**config.mk**
```make
export PLATFORM = sky130hd
export DESIGN_NAME = target_ibi_ctrl
export DESIGN_NICKNAME = d
export VERILOG_FILES = /design/src/rtl/i3c_pkg.sv /design/src/rtl/ibi_timeout_cnt.sv /design/src/rtl/target_ibi_ctrl.sv
export SDC_FILE = /design/constraint.sdc
export NUM_CORES = 1
export LEC_CHECK = 0
export CAP_MARGIN = 20
export CORE_MARGIN = 1
export CORE_UTILIZATION = 52
export DETAILED_ROUTE_END_ITERATION = 10
export MAX_ROUTING_LAYER = met4
export PLACE_DENSITY = 0.92
export SLEW_MARGIN = 20
export SYNTH_ARGS = -nofsm -noshare
export SYNTH_HDL_FRONTEND = slang
export SYNTH_SLANG_ARGS = --single-unit
```
**constraint.sdc**
```tcl
create_clock -name clk_i -period 3.8 [get_ports clk_i]
set_clock_uncertainty 0.05 [all_clocks]
set_input_delay 0.76 -clock clk_i [delete_from_list [all_inputs] [get_ports clk_i]]
set_output_delay 0.76 -clock clk_i [all_outputs]
set_load 0.03 [all_outputs]
```
**src/rtl/i3c_pkg.sv**
```systemverilog
// Shared types for the target-mode IBI sequencer: status codes, TX result codes, FSM states.
package i3c_pkg;

  typedef enum logic [2:0] {
    IBI_OK              = 3'd0,
    IBI_RETRY_EXHAUSTED = 3'd1,
    IBI_TIMEOUT         = 3'd2,
    IBI_DISABLED        = 3'd3
  } ibi_status_e;

  typedef enum logic [1:0] {
    TX_ACK      = 2'b00,
    TX_NACK     = 2'b01,
    TX_ARB_LOST = 2'b10,
    TX_RSVD     = 2'b11
  } tx_res_e;

  typedef enum logic [2:0] {
    ST_IDLE       = 3'd0,
    ST_WAIT_AVAIL = 3'd1,
    ST_REQ        = 3'd2,
    ST_WAIT_RES   = 3'd3,
    ST_SEND_MDB   = 3'd4,
    ST_REPORT     = 3'd5
  } ibi_ctrl_state_e;

  // IBI header: 7-bit address followed by RnW=1.
  function automatic logic [7:0] ibi_hdr(input logic [6:0] addr);
    return {addr, 1'b1};
  endfunction

endpackage

```
**src/rtl/ibi_timeout_cnt.sv**
```systemverilog
// Watchdog counter: cleared while idle, counts while enabled, flags the LIMIT-th cycle.
module ibi_timeout_cnt #(
  parameter int LIMIT = 1024
) (
  input  logic clk_i,
  input  logic rst_i,
  input  logic clr_i,
  input  logic en_i,
  output logic expire_o
);

  localparam int W = $clog2(LIMIT + 1);
  localparam logic [W-1:0] LAST = W'(LIMIT - 1);

  logic [W-1:0] cnt_q, cnt_d;

  assign expire_o = (cnt_q == LAST);

  always_comb begin
    cnt_d = cnt_q;
    if (clr_i) begin
      cnt_d = {W{1'b0}};
    end else if (en_i && !expire_o) begin
      cnt_d = cnt_q + {{(W-1){1'b0}}, 1'b1};
    end else begin
      cnt_d = cnt_q;
    end
  end

  always_ff @(posedge clk_i or posedge rst_i) begin
    if (rst_i) cnt_q <= {W{1'b0}};
    else       cnt_q <= cnt_d;
  end

endmodule

```
**src/rtl/target_ibi_ctrl.sv**
```systemverilog
// Target-mode IBI request sequencer: header request, ACK/NACK/arbitration retries, watchdog, status pulse.
// Define TARGET_IBI_MDB_EN to send the mandatory data byte after the header is ACKed.
module target_ibi_ctrl
  import i3c_pkg::*;
#(
  parameter int TIMEOUT_CYCLES = 1024
) (
  input  logic       clk_i,
  input  logic       rst_i,
  input  logic       ibi_enable_i,
  input  logic [2:0] ibi_retry_num_i,
  input  logic [6:0] target_ibi_addr_i,
  input  logic       target_ibi_addr_valid_i,
  input  logic       bus_available_i,
  input  logic       bus_start_det_i,
  input  logic       ibi_req_valid_i,
  input  logic [7:0] ibi_req_mdb_i,
  output logic       ibi_req_ready_o,
  output logic       tx_req_o,
  output logic [7:0] tx_hdr_o,
  input  logic       tx_ack_i,
  input  logic       tx_res_valid_i,
  input  logic [1:0] tx_res_i,
  output logic       tx_mdb_valid_o,
  output logic [7:0] tx_mdb_o,
  input  logic       tx_mdb_ready_i,
  output logic       ibi_status_valid_o,
  output logic [2:0] ibi_status_o,
  output logic [2:0] ibi_retries_o
);

  ibi_ctrl_state_e state_q, state_d;
  logic [6:0]  addr_q, addr_d;
  logic [2:0]  retry_num_q, retry_num_d;
  logic [2:0]  retry_cnt_q, retry_cnt_d;
  logic        tx_req_q, tx_req_d;
  logic [7:0]  tx_hdr_q, tx_hdr_d;
  logic        status_valid_q, status_valid_d;
  ibi_status_e status_q, status_d;
  logic [2:0]  retries_q, retries_d;
  logic        wd_expire;

  ibi_timeout_cnt #(.LIMIT(TIMEOUT_CYCLES)) u_wd (
    .clk_i    (clk_i),
    .rst_i    (rst_i),
    .clr_i    (state_q != ST_WAIT_RES),
    .en_i     (state_q == ST_WAIT_RES),
    .expire_o (wd_expire)
  );

`ifdef TARGET_IBI_MDB_EN
  logic [7:0] mdb_q, mdb_d;
  logic       mdb_valid_q, mdb_valid_d;
  assign tx_mdb_valid_o = mdb_valid_q;
  assign tx_mdb_o       = mdb_q;
`else
  logic mdb_unused;
  assign mdb_unused     = ^{ibi_req_mdb_i, tx_mdb_ready_i};
  assign tx_mdb_valid_o = 1'b0;
  assign tx_mdb_o       = 8'h00;
`endif

  assign ibi_req_ready_o    = (state_q == ST_IDLE);
  assign tx_req_o           = tx_req_q;
  assign tx_hdr_o           = tx_hdr_q;
  assign ibi_status_valid_o = status_valid_q;
  assign ibi_status_o       = status_q;
  assign ibi_retries_o      = retries_q;

  always_comb begin
    state_d        = state_q;
    addr_d         = addr_q;
    retry_num_d    = retry_num_q;
    retry_cnt_d    = retry_cnt_q;
    tx_req_d       = tx_req_q;
    tx_hdr_d       = tx_hdr_q;
    status_valid_d = 1'b0;
    status_d       = status_q;
    retries_d      = retries_q;
`ifdef TARGET_IBI_MDB_EN
    mdb_d          = mdb_q;
    mdb_valid_d    = mdb_valid_q;
`endif
    case (state_q)
      ST_IDLE: begin
        if (ibi_req_valid_i) begin
          addr_d      = target_ibi_addr_i;
          retry_num_d = ibi_retry_num_i;
          retry_cnt_d = 3'd0;
`ifdef TARGET_IBI_MDB_EN
          mdb_d       = ibi_req_mdb_i;
`endif
          if (!ibi_enable_i || !target_ibi_addr_valid_i) begin
            state_d = ST_REPORT; status_valid_d = 1'b1; status_d = IBI_DISABLED; retries_d = 3'd0;
          end else begin
            state_d = ST_WAIT_AVAIL;
          end
        end else begin
          state_d = ST_IDLE;
        end
      end
      ST_WAIT_AVAIL: begin
        // Losing enable takes priority over a bus opportunity in the same cycle.
        if (!ibi_enable_i) begin
          state_d = ST_REPORT; status_valid_d = 1'b1; status_d = IBI_DISABLED; retries_d = retry_cnt_q;
        end else if (bus_available_i || bus_start_det_i) begin
          state_d  = ST_REQ;
          tx_req_d = 1'b1;
          tx_hdr_d = ibi_hdr(addr_q);
        end else begin
          state_d = ST_WAIT_AVAIL;
        end
      end
      ST_REQ: begin
        if (tx_ack_i) begin
          state_d  = ST_WAIT_RES;
          tx_req_d = 1'b0;
        end else begin
          state_d = ST_REQ;
        end
      end
      ST_WAIT_RES: begin
        if (tx_res_valid_i) begin
          case (tx_res_e'(tx_res_i))
            TX_ACK: begin
`ifdef TARGET_IBI_MDB_EN
              state_d = ST_SEND_MDB; mdb_valid_d = 1'b1;
`else
              state_d = ST_REPORT; status_valid_d = 1'b1; status_d = IBI_OK; retries_d = retry_cnt_q;
`endif
            end
            default: begin
              if (retry_cnt_q < retry_num_q) begin
                state_d     = ST_WAIT_AVAIL;
                retry_cnt_d = retry_cnt_q + 3'd1;
              end else begin
                state_d = ST_REPORT; status_valid_d = 1'b1; status_d = IBI_RETRY_EXHAUSTED; retries_d = retry_cnt_q;
              end
            end
          endcase
        end else if (wd_expire) begin
          state_d = ST_REPORT; status_valid_d = 1'b1; status_d = IBI_TIMEOUT; retries_d = retry_cnt_q;
        end else begin
          state_d = ST_WAIT_RES;
        end
      end
      ST_SEND_MDB: begin
`ifdef TARGET_IBI_MDB_EN
        if (tx_mdb_ready_i) begin
          mdb_valid_d = 1'b0;
          state_d = ST_REPORT; status_valid_d = 1'b1; status_d = IBI_OK; retries_d = retry_cnt_q;
        end else begin
          state_d = ST_SEND_MDB;
        end
`else
        state_d = ST_IDLE;
`endif
      end
      ST_REPORT: state_d = ST_IDLE;
      default:   state_d = ST_IDLE;
    endcase
  end

  always_ff @(posedge clk_i or posedge rst_i) begin
    if (rst_i) begin
      state_q        <= ST_IDLE;
      addr_q         <= 7'd0;
      retry_num_q    <= 3'd0;
      retry_cnt_q    <= 3'd0;
      tx_req_q       <= 1'b0;
      tx_hdr_q       <= 8'h00;
      status_valid_q <= 1'b0;
      status_q       <= IBI_OK;
      retries_q      <= 3'd0;
`ifdef TARGET_IBI_MDB_EN
      mdb_q          <= 8'h00;
      mdb_valid_q    <= 1'b0;
`endif
    end else begin
      state_q        <= state_d;
      addr_q         <= addr_d;
      retry_num_q    <= retry_num_d;
      retry_cnt_q    <= retry_cnt_d;
      tx_req_q       <= tx_req_d;
      tx_hdr_q       <= tx_hdr_d;
      status_valid_q <= status_valid_d;
      status_q       <= status_d;
      retries_q      <= retries_d;
`ifdef TARGET_IBI_MDB_EN
      mdb_q          <= mdb_d;
      mdb_valid_q    <= mdb_valid_d;
`endif
    end
  end

endmodule
```
==> Flow_metrics.wiki, run 1 <==
{| class="wikitable"
! Metric !! Value
|-
| Result of the run || completed
|-
| Number of buffers on the longest clock path || 2
|-
| EDFF count, synth || 0
|-
| Most frequent cell after synthesis || sky130_fd_sc_hd__dfrtp_1
|-
| Full die area || about 0.0042 mm^2
|-
| Layout cell share with drive strength beyond 1 || between 10% and 20%
|-
| Cell taking the most area after synthesis || sky130_fd_sc_hd__dfrtp_1
|-
| Register area share after synthesis || about half
|-
| Gate count of the mapped netlist || approximately 180
|-
| Transition time at the pin with the least slew margin || roughly 0.59 ns
|-
| Worst vdd ir || around 0.42 mV
|-
| Fin util || between 60% and 70%
|-
| Count of warnings emitted by yosys || 0
|-
| Fmax || roughly 0.40 GHz
|-
| Yosys top cell area share || 50.91%
|-
| Pre-Repair DR Iteration Count || 4
|-
| Total wire length || a little under 4 mm
|-
| LEAKAGE || approximately 1.1 nW
|-
| Top delay family on crit path || buffers and inverters
|-
| Detailed-placement wirelength estimate || roughly 2.8 mm
|-
| Total congestion overflow || 0
|-
| Required arrival time at the worst endpoint || 2.99 ns
|-
| Routed via count || 1,452
|-
| Count of instances resized after the clock tree is built || 0
|-
| Final worst-path setup slack || 1.295 ns
|-
| Synth unique cells || 48
|-
| Drt wl/cell || about 15 um
|-
| Power per cell area || 657.3 mW/mm^2
|-
| Count of buffer and inverter cells on the critical path || 1
|-
| Initial drt markers || 56
|-
| Placed Cells incl. Taps || between 200 and 300
|-
| Post-synth design cell area || 0.002064 mm^2
|-
| Port Buffer Count || 36
|-
| Most area-consuming cells after synthesis || sky130_fd_sc_hd__dfrtp_1, sky130_fd_sc_hd__mux2_2, sky130_fd_sc_hd__buf_4, sky130_fd_sc_hd__mux2i_1, sky130_fd_sc_hd__ha_1
|-
| Gpl congestion || 0.7991
|-
| Headroom to the max-slew limit || 60.80%
|-
| Number of buffers added for setup after CTS || 0
|-
| Crit-path slowest cell || sky130_fd_sc_hd__clkdlybuf4s50_1
|-
| Fin. max-slew vios || 0
|-
| Setup TNS Final || 0 ns
|-
| Layout Nets || approximately 250
|-
| Maximum level of the CTS H-tree || 2
|-
| I/O pins || 56
|-
| Diodes inserted || 0
|-
| Number of rows created at floorplan || 22
|-
| Post-layout total power || between 1.5 and 2 mW
|-
| Share of flip-flops with an asynchronous set or reset after synthesis || 100.0%
|-
| Setup slack after placement || roughly 1.1 ns
|-
| Final critical-path required period || approximately 2.5 ns
|-
| Starting density of the core || between 50 and 60%
|-
| Beginning of the worst register-to-register path || retry_cnt_q[1]
|-
| Critical Setup Path Class || flip-flop to output port
|-
| Post-route insts no fill || between 200 and 300
|-
| Number of maximum-capacitance constraint violations || 0
|-
| Setup repair after global routing missed its margin || false
|-
| Worst-path clk slew || approximately 0.08 ns
|-
| Most used flip-flop cell after synthesis || sky130_fd_sc_hd__dfrtp_1
|-
| Most instantiated cells after synthesis || sky130_fd_sc_hd__dfrtp_1, sky130_fd_sc_hd__mux2_2, sky130_fd_sc_hd__inv_1
|-
| Number of sinks on the clock net || 42
|-
| Horiz. Die Dim || 65.01 um
|-
| Wire length of the first global-routing pass || ~6.7 mm
|-
| Global router's overall resource usage || a little over a fifth
|-
| TritonCTS clock tree || built
|-
| Post-synthesis to final-layout area growth || 22.18%
|-
| Latest clock arrival within the worst-skew pair || approximately 0.30 ns
|-
| Number of buffers created by CTS || 5
|-
| Y dimension of the die || roughly 65 um
|-
| #FFs+latches synth || 42
|-
| Category of the worst setup path launch point || flip-flop
|-
| Post-route antenna net violation count || 0
|-
| Largest stage delay, worst path || ~0.7 ns
|-
| Fill cell total of the finished layout || approximately 290
|-
| Number of hold violations in the final report || 0
|-
| Data arrival time of the critical path || 1.69 ns
|-
| Post-route fraction of the period consumed by the critical path || between 60% and 70%
|-
| Average cell area after synthesis || roughly 11 um^2
|-
| First element of the critical path || state_q[1]
|-
| Finish-stage setup viols || 0
|-
| Antenna violations before repair || 0
|-
| FF-to-FF setup slack || 1.80 ns
|-
| Worst hold path type || flip-flop to flip-flop
|-
| Core Box Area || between 0.003 and 0.004 mm^2
|-
| Pin count of the biggest net entering global routing || 43
|-
| Root buffer selected by CTS || sky130_fd_sc_hd__clkbuf_8
|-
| Via density || 5.438
|-
| Largest fanout on the critical path || 7
|-
| Hold buffers post-CTS || 0
|-
| Worst-path cell chain || nor3_1 -> clkdlybuf4s50_1
|-
| Number of global-route vias before repair || roughly 1,500
|-
| Critical path capture point type || output port
|-
| Startpoint of the worst hold path || ibi_status_o[1]
|-
| DRC violation count after routing || 0
|}
-- placed cells by master (no fill, tap or decap), drive strengths merged, types with 2 or more instances in the layout --
cell type / instances
nand2: 13
o221a: 2
mux2: 16
or3: 2
nor3b: 3
ha: 4
o31ai: 2
or2: 2
and3: 2
conb: 10
or4: 2
nor2b: 2
and2: 3
dfrtp: 42
nor2: 12
inv: 13
nand4: 2
o21ai: 10
a21oi: 3
mux2i: 6
xor2: 4
nand2b: 3
clkbuf: 6
nor3: 3
clkdlybuf4s50: 36
-- power by group --
group | switching (mW) | internal [mW] | total [mW]
clock | 0.146 | 0.210 | 0.356
combinational | 0.338 | 0.295 | 0.632
sequential | 0.0909 | 0.578 | 0.669
total | 0.574 | 1.08 | 1.66
-- sequential cells by signal (all words and copies together), names as in the netlist --
signal              flops
ibi_retries_o           3
tx_req_o                1
addr_q                  7
ibi_status_o            2
tx_hdr_o                8
retry_cnt_q             3
retry_num_q             3
u_wd.cnt_q             11
state_q                 3
ibi_status_valid_o      1
-- cells by family (layout without fill, tap and decap cells) --
| kind of cell | after synthesis | count (layout) | synth area share [%] |
|---|---|---|---|
| AND/OR/NAND/NOR | 51 | 51 | 14.55 |
| flip-flops | 42 | 42 | 50.91 |
| AO/OA/AOI/OAI | 29 | 29 | 10.61 |
| buffers and inverters | 29 | 57 | 8.000 |
| multiplexers | 22 | 22 | 11.64 |
| adder cells (fa/ha/maj) | 4 | 4 | 2.424 |
| XOR/XNOR | 4 | 4 | 1.697 |
| other | 1 | 10 | 0.1816 |
-- worst paths after layout --
check,cells past startpoint,end
min in group asynchronous,3,retry_num_q[2]
worst min-delay path,1,ibi_status_o[1]
worst max register to register,5,ibi_retries_o[1]
max in group asynchronous,3,u_wd.cnt_q[6]
worst max-delay path,2,ibi_req_ready_o
worst min register to register,1,ibi_status_o[1]
-- per-stage QoR --
stage / cell area (um^2) / hold WS [ns]
CTS: 2522 / 0.4506
floorplan: 2098 / 0.4222
detailed placement: 2410 / 0.4327
global placement: 2410 / 0.4051
finish: 2522 / 0.4473
global route: 2522 / 0.4698
-- metal layers --
metal,up-vias,global-route usage [%],part of all wire (%)
met4,0,8.152,2.3
met5,-,-,0
met2,39,36.98,52
met3,10,5.106,3.9
met1,722,25.26,42
li1,681,-,-
-- layout make-up --
class	instances	area [um^2]	area share (%)
multi-input combinational	120	882.1	34.97
inverter	13	48.80	1.935
tap	48	60.06	2.381
timing repair buffer	37	367.9	14.58
sequential	42	1051	41.67
clock buffer	6	82.58	3.274
clock inverter	1	30.03	1.190
Note: power is estimated with default switching activity, not from simulation.
==> inputs of run 2 (changes only) <==
--- a/config.mk
+++ b/config.mk
@@ -7,10 +7,10 @@
 export LEC_CHECK = 0
 export CAP_MARGIN = 20
 export CORE_MARGIN = 1
-export CORE_UTILIZATION = 52
+export CORE_UTILIZATION = 48
 export DETAILED_ROUTE_END_ITERATION = 10
 export MAX_ROUTING_LAYER = met4
-export PLACE_DENSITY = 0.92
+export PLACE_DENSITY = 0.87
 export SLEW_MARGIN = 20
 export SYNTH_ARGS = -nofsm -noshare
 export SYNTH_HDL_FRONTEND = slang
==> constraint.sdc (replaced) <==
create_clock -name clk_i -period 2.6 [get_ports clk_i]
set_clock_uncertainty 0.05 [all_clocks]
set_input_delay 0.52 -clock clk_i [delete_from_list [all_inputs] [get_ports clk_i]]
set_output_delay 0.52 -clock clk_i [all_outputs]
set_load 0.03 [all_outputs]
==> run 2 against run 1 <==
Combinational power rose by 47%. Non-clock buffer count rose by 2. Global-route usage fell by 3.2 points. Routed wire length fell by 4.4%. Sequential power rose by 46%. Cell area barely moved. Count of clock-buffer cells in the layout fell by 1. Largest cell class unchanged.
==> Flow_metrics.wiki, run 2 (synthesis results as in run 1) <==
{| class="wikitable"
! Metric !! Value
|-
| Post-route insts no fill || 272 (was 267)
|-
| Global routing usage on met3 || 4.730% (was 5.106%)
|-
| Number of buffers created by CTS || 5 (unchanged)
|-
| Worst hold path type || flip-flop to flip-flop (unchanged)
|-
| Crit-path slowest cell || sky130_fd_sc_hd__clkdlybuf4s50_1 (unchanged)
|-
| Largest register by flop count || u_wd.cnt_q (unchanged)
|-
| Horiz. Die Dim || 67.58 um (was 65.01 um)
|-
| Post-layout total power || 2.338 mW (was 1.658 mW)
|-
| Post-route fraction of the period consumed by the critical path || 88.84%
|-
| Worst-path clk slew || 0.08 ns (about the same)
|-
| Layout cell share with drive strength beyond 1 || 15.77% (was 14.61%)
|-
| Number of hold violations in the final report || 0 (unchanged)
|-
| Finish-stage setup viols || 0 (unchanged)
|-
| Fin util || 62.13% (was 67.38%)
|-
| GR peak layer || met2 (unchanged)
|-
| TritonCTS clock tree || built (unchanged)
|-
| Y dimension of the die || 67.58 um (was 65.01 um)
|-
| LEAKAGE || 1.100 nW (was 1.102 nW)
|-
| Core Box Area || 0.004058 mm^2 (was 0.003744 mm^2)
|-
| Combinational Power Share || 39.6% (was 38.1%)
|-
| Detailed-placement wirelength estimate || 2.734 mm (was 2.843 mm)
|-
| Number of global-route vias before repair || 1,398 (was 1,474)
|-
| Transition time at the pin with the least slew margin || 0.5732 ns (was 0.5880 ns)
|-
| Leading cell type in the layout, fill and taps excluded || sky130_fd_sc_hd__dfrtp_1 (unchanged)
|-
| Count of instances resized after the clock tree is built || 0 (unchanged)
|-
| Setup repair after global routing missed its margin || false (unchanged)
|-
| Pre-Repair DR Iteration Count || 4 (unchanged)
|-
| Largest fanout on the critical path || 7 (unchanged)
|-
| Diodes inserted || 0 (unchanged)
|-
| Required arrival time at the worst endpoint || 2.03 ns (was 2.99 ns)
|-
| Starting density of the core || 50.88% (was 55.15%)
|-
| Via density || 5.316 (was 5.438)
|-
| Total congestion overflow || 0 (unchanged)
|-
| Drt wl/cell || 13.90 um (was 14.82 um)
|-
| Setup slack after placement || 0.1535 ns (was 1.080 ns)
|-
| Final worst-path setup slack || 0.2902 ns (was 1.295 ns)
|-
| Fin. max-slew vios || 0 (unchanged)
|-
| Internal power component || 1.478 mW (was 1.083 mW)
|-
| Total wire length || 3.781 mm (was 3.956 mm)
|-
| Number of maximum-capacitance constraint violations || 0 (unchanged)
|-
| Data arrival time of the critical path || 1.74 ns (was 1.69 ns)
|-
| Maximum level of the CTS H-tree || 2 (unchanged)
|-
| I/O pins || 56 (unchanged)
|-
| Result of the run || completed (unchanged)
|-
| Full die area || 0.004567 mm^2 (was 0.004226 mm^2)
|-
| Met2 demand-to-capacity share in global routing || 30.20% (was 36.98%)
|-
| Number of rows created at floorplan || 23 (was 22)
|-
| Category of the worst setup path launch point || flip-flop (unchanged)
|-
| Post-route antenna net violation count || 0 (unchanged)
|-
| Headroom to the max-slew limit || 61.78% (was 60.80%)
|-
| Fill cell total of the finished layout || 334 (was 286)
|-
| Initial drt markers || 61 (was 56)
|-
| Final critical-path required period || between 2 and 2.5 ns
|-
| Global-route met1 utilization || 21.25% (was 25.26%)
|-
| Largest stage delay, worst path || 0.72 ns (was 0.71 ns)
|-
| Root buffer selected by CTS || sky130_fd_sc_hd__clkbuf_8 (unchanged)
|-
| Largest register FFs || 11 (unchanged)
|-
| Post-synthesis to final-layout area growth || 22.12% (was 22.18%)
|-
| Sw Pwr || 859.5 uW (was 574.5 uW)
|-
| Gpl congestion || 0.7665 (was 0.7991)
|-
| Hold buffers post-CTS || 0 (unchanged)
|-
| Routed via count || 1,446 (was 1,452)
|-
| Final std cell area, no fill || 0.002521 mm^2 (was 0.002522 mm^2)
|-
| Fraction of power spent switching nets || 36.77% (was 34.65%)
|-
| Antenna violations before repair || 0 (unchanged)
|-
| Placed Cells incl. Taps || 264 (was 260)
|-
| Global router's overall resource usage || 18.62% (was 21.86%)
|-
| Clock group share of total power || 18.7% (was 21.5%)
|-
| Worst-path cell chain || nor3_1 -> clkdlybuf4s50_1 (unchanged)
|-
| Port Buffer Count || 36 (unchanged)
|-
| Part of the power in registers || 41.7% (was 40.4%)
|-
| DRC violation count after routing || 0 (unchanged)
|-
| Layout Nets || 255 (was 253)
|-
| Critical Setup Path Class || flip-flop to output port (unchanged)
|-
| Setup TNS Final || 0 ns (unchanged)
|-
| Post-detailed-placement cell area || 0.002427 mm^2 (was 0.002410 mm^2)
|-
| Number of buffers on the longest clock path || 2 (unchanged)
|-
| Latest clock arrival within the worst-skew pair || 0.30 ns (about the same)
|-
| Minimum hold slack || 0.4281 ns (was 0.4473 ns)
|-
| Pin count of the biggest net entering global routing || 43 (unchanged)
|-
| Number of sinks on the clock net || 42 (unchanged)
|-
| Number of buffers added for setup after CTS || 0 (unchanged)
|-
| Fmax || 0.4329 GHz
|-
| Critical path capture point type || output port (unchanged)
|-
| Power per cell area || 927.3 mW/mm^2 (was 657.3 mW/mm^2)
|-
| Wire length of the first global-routing pass || 6.009 mm (was 6.699 mm)
|-
| Most used cells in the layout excluding fill and tap cells || sky130_fd_sc_hd__dfrtp_1, sky130_fd_sc_hd__clkdlybuf4s50_1, sky130_fd_sc_hd__mux2_2 (unchanged)
|-
| Worst vdd ir || 0.5648 mV (was 0.4176 mV)
|}
## run 2: cell count changes in the layout (fill, tap and decap cells not counted)
cell / change
sky130_fd_sc_hd__buf_4: +2
sky130_fd_sc_hd__bufinv_16: -1
sky130_fd_sc_hd__clkbuf_8: -1
sky130_fd_sc_hd__clkinv_4: +1
sky130_fd_sc_hd__clkinvlp_4: +1
sky130_fd_sc_hd__inv_6: +1
## run 2: layout make-up
class | instances | area [um^2] | share of cell area, %
Multi-Input combinational cell | 120 | 882.1 | 34.99
Clock buffer | 5 | 68.82 | 2.730
Timing Repair Buffer | 39 | 382.9 | 15.19
Inverter | 13 | 48.80 | 1.935
Clock inverter | 3 | 25.02 | 0.9926
Sequential cell | 42 | 1051 | 41.69
Tap cell | 50 | 62.56 | 2.481
## run 2: per-layer routing
layer | vias to the layer above | wire (um)
met2 | 31 | 1924
li1 | 692 | -
met3 | 7 | 119
met1 | 716 | 1654
met4 | 0 | 82
met5 | - | 0
## run 2: power groups by stage
stage / clock [mW] / sequential (mW) / combinational [mW]
3_5_place_dp: 0 / 0.987 / 0.931
6_report: 0.437 / 0.975 / 0.926
2_1_floorplan: 0 / 1.11 / 0.515
5_1_grt: 0.475 / 1.00 / 0.998
4_1_cts: 0.453 / 0.973 / 0.935
3_3_place_gp: 0 / 0.973 / 0.910
## run 2: critical path, delay by kind of cell, from the launching register on
| family | cells | cell delay (ns) |
|---|---|---|
| DFF | 1 | 0.45 |
| buffers and inverters | 1 | 0.72 |
| and+or+nand+nor | 1 | 0.26 |
## run 2: final timing paths
check / startpoint / to / slack [ns] / cells past startpoint
worst max-delay path: state_q[1] / ibi_req_ready_o / 0.29 / 2
worst min-delay path: tx_hdr_o[0] / tx_hdr_o[0] / 0.43 / 1
worst max register to register: retry_cnt_q[1] / ibi_retries_o[1] / 0.56 / 5
worst min register to register: tx_hdr_o[0] / tx_hdr_o[0] / 0.43 / 1
max in group asynchronous: rst_i / retry_num_q[2] / 1.55 / 3
min in group asynchronous: rst_i / u_wd.cnt_q[2] / 0.59 / 3
==> inputs of run 3 (changes only) <==
--- a/config.mk
+++ b/config.mk
@@ -6,11 +6,13 @@
 export NUM_CORES = 1
 export LEC_CHECK = 0
 export CAP_MARGIN = 20
+export CORE_ASPECT_RATIO = 1.5
 export CORE_MARGIN = 1
 export CORE_UTILIZATION = 48
 export DETAILED_ROUTE_END_ITERATION = 10
 export MAX_ROUTING_LAYER = met4
 export PLACE_DENSITY = 0.87
+export RECOVER_POWER = 25
 export SLEW_MARGIN = 20
 export SYNTH_ARGS = -nofsm -noshare
 export SYNTH_HDL_FRONTEND = slang
==> run 3 against run 2 <==
Worst setup slack got worse by 0.0068 ns. Via count decreased by 3.3%. Sequential cell count did not move. Critical path type unchanged. Largest cell class unchanged. Highest routed layer unchanged.
==> Flow_metrics.wiki, run 3 (synthesis results as in run 1) <==
{| class="wikitable"
! Metric !! Value
|-
| Fin. max-slew vios || 0 (unchanged)
|-
| Sequential cell area || 0.001051 mm^2 (unchanged)
|-
| Final critical-path required period || 2.317 ns (was 2.310 ns)
|-
| Y dimension of the die || 82.32 um (was 67.58 um)
|-
| Setup TNS Final || 0 ns (unchanged)
|-
| Largest register by flop count || u_wd.cnt_q (unchanged)
|-
| Count of instances resized after the clock tree is built || 0 (unchanged)
|-
| Largest register FFs || 11 (unchanged)
|-
| Pin count of the biggest net entering global routing || 43 (unchanged)
|-
| Setup repair after global routing missed its margin || false (unchanged)
|-
| Root buffer selected by CTS || sky130_fd_sc_hd__clkbuf_8 (unchanged)
|-
| Minimum hold slack || 0.4296 ns (was 0.4281 ns)
|-
| TritonCTS clock tree || built (unchanged)
|-
| Maximum level of the CTS H-tree || 2 (unchanged)
|-
| Headroom to the max-slew limit || 34.73% (was 61.78%)
|-
| Worst vdd ir || 0.6726 mV (was 0.5648 mV)
|-
| Largest fanout on the critical path || 7 (unchanged)
|-
| Required arrival time at the worst endpoint || 2.03 ns (about the same)
|-
| Number of hold violations in the final report || 0 (unchanged)
|-
| Layout cell share with drive strength beyond 1 || 15.38% (was 15.77%)
|-
| Global router's overall resource usage || 18.95% (was 18.62%)
|-
| Data arrival time of the critical path || 1.75 ns (was 1.74 ns)
|-
| Core Box Area || 0.004029 mm^2 (was 0.004058 mm^2)
|-
| Power per cell area || 955.9 mW/mm^2 (was 927.3 mW/mm^2)
|-
| Gpl congestion || 0.7840 (was 0.7665)
|-
| Most used cells in the layout excluding fill and tap cells || sky130_fd_sc_hd__dfrtp_1, sky130_fd_sc_hd__clkdlybuf4s50_1, sky130_fd_sc_hd__mux2_2 (unchanged)
|-
| Number of buffers on the longest clock path || 2 (unchanged)
|-
| Number of maximum-capacitance constraint violations || 0 (unchanged)
|-
| Internal power component || 1.593 mW (was 1.478 mW)
|-
| Number of buffers added for setup after CTS || 0 (unchanged)
|-
| Largest stage delay, worst path || 0.73 ns (was 0.72 ns)
|-
| Category of the worst setup path launch point || flip-flop (unchanged)
|-
| Number of rows created at floorplan || 28 (was 23)
|-
| Antenna violations before repair || 0 (unchanged)
|-
| Critical path capture point type || output port (unchanged)
|-
| Horiz. Die Dim || 55.55 um (was 67.58 um)
|-
| Leading cell type in the layout, fill and taps excluded || sky130_fd_sc_hd__dfrtp_1 (unchanged)
|-
| Area taken by multi-input logic gates || 882.1 um^2 (unchanged)
|-
| Fraction of power spent switching nets || 34.18% (was 36.77%)
|-
| Top delay family on crit path || buffers and inverters (unchanged)
|-
| Initial drt markers || 30 (was 61)
|-
| Count of buffer and inverter cells on the critical path || 1 (unchanged)
|-
| Wire length of the first global-routing pass || 6.479 mm (was 6.009 mm)
|-
| Crit-path slowest cell || sky130_fd_sc_hd__clkdlybuf4s50_1 (unchanged)
|-
| Result of the run || completed (unchanged)
|-
| Number of buffers created by CTS || 5 (unchanged)
|-
| Combinational Power Share || 38.4% (was 39.6%)
|-
| Drt wl/cell || 13.76 um (was 13.90 um)
|-
| Number of global-route vias before repair || 1,435 (was 1,398)
|-
| Post-route fraction of the period consumed by the critical path || 89.10% (was 88.84%)
|-
| Worst-path cell chain || nor3_1 -> clkdlybuf4s50_1 (unchanged)
|-
| Transition time at the pin with the least slew margin || 0.9791 ns (was 0.5732 ns)
|-
| Post-route antenna net violation count || 0 (unchanged)
|-
| Number of sinks on the clock net || 42 (unchanged)
|-
| Port Buffer Count || 36 (unchanged)
|-
| Detailed-placement wirelength estimate || 2.642 mm (was 2.734 mm)
|-
| LEAKAGE || 1.111 nW (was 1.100 nW)
|-
| Fmax || 0.4317 GHz (was 0.4329 GHz)
|-
| Worst hold path type || flip-flop to flip-flop (unchanged)
|-
| Finish-stage setup viols || 0 (unchanged)
|-
| Full die area || 0.004572 mm^2 (was 0.004567 mm^2)
|-
| Clock group share of total power || 21.3% (was 18.7%)
|-
| Total wire length || 3.659 mm (was 3.781 mm)
|-
| Pre-Repair DR Iteration Count || 4 (unchanged)
|-
| Hold buffers post-CTS || 0 (unchanged)
|-
| Sw Pwr || 826.9 uW (was 859.5 uW)
|-
| Routed via count || 1,399 (was 1,446)
|-
| Via density || 5.259 (was 5.316)
|-
| I/O pins || 56 (unchanged)
|-
| Part of the power in registers || 40.3% (was 41.7%)
|-
| Total congestion overflow || 0 (unchanged)
|-
| Post-synthesis to final-layout area growth || 22.61% (was 22.12%)
|-
| Layout Nets || 255 (unchanged)
|-
| Starting density of the core || 51.24% (was 50.88%)
|-
| Diodes inserted || 0 (unchanged)
|-
| Fill cell total of the finished layout || 316 (was 334)
|-
| Latest clock arrival within the worst-skew pair || 0.30 ns (about the same)
|-
| Worst-path clk slew || 0.07 ns (was 0.08 ns)
|-
| DRC violation count after routing || 0 (unchanged)
|-
| Critical Setup Path Class || flip-flop to output port (unchanged)
|}
run 3: final cells by class:
class | count | share of cell area (%)
Sequential cell | 42 | 41.52
Multi-Input combinational cell | 120 | 34.85
Timing Repair Buffer | 39 | 15.03
Clock buffer | 6 | 3.262
Tap cell | 45 | 2.224
Inverter | 13 | 1.928
Clock inverter | 1 | 1.186
run 3: per-stage QoR:
step	util, %	total power [mW]	instance area (um^2)	setup slack (ns)	std cells
5_1_grt	62.83	2.565	2531	0.2153	266
3_5_place_dp	60.09	1.916	2421	0.1357	259
6_report	62.83	2.420	2531	0.2835	266
4_1_cts	62.89	2.445	2534	0.2745	266
3_3_place_gp	60.09	1.881	2421	0.2047	259
2_1_floorplan	-	1.627	2098	0.3945	191
run 3: final timing paths:
| path | from | to | slack, ns | cells past startpoint |
|---|---|---|---|---|
| setup / recovery | state_q[1] | ibi_req_ready_o | 0.28 | 2 |
| hold / removal | tx_hdr_o[0] | tx_hdr_o[0] | 0.43 | 1 |
| setup reg to reg | retry_cnt_q[1] | retry_cnt_q[0] | 0.57 | 5 |
| hold reg to reg | tx_hdr_o[0] | tx_hdr_o[0] | 0.43 | 1 |
| max in group asynchronous | rst_i | ibi_retries_o[0] | 0.98 | 3 |
| min in group asynchronous | rst_i | u_wd.cnt_q[3] | 0.91 | 3 |
run 3: worst reg2reg max path: stages (launching register included):
cell and delay, ns:
sky130_fd_sc_hd__dfrtp_1 0.43, sky130_fd_sc_hd__ha_1 0.28, sky130_fd_sc_hd__o21ai_0 0.18, sky130_fd_sc_hd__o221ai_1 0.27, sky130_fd_sc_hd__o21bai_1 0.35, sky130_fd_sc_hd__mux2_1 0.36
run 3: layer usage:
metal,vias up,GRT usage (%),part of all wire [%]
li1,690,-,-
met1,667,21.17,41
met2,35,32.65,53
met3,7,4.050,3.7
met4,0,9.000,2.1
met5,-,-,0
run 3: power by group through the flow:
stage          sequential (mW)  combinational (mW)  clock [mW]
2_1_floorplan             1.11               0.515           0
3_3_place_gp             0.977               0.904           0
3_5_place_dp             0.984               0.932           0
4_1_cts                  0.978               0.940       0.527
5_1_grt                   1.00                1.01       0.557
6_report                 0.975               0.928       0.516
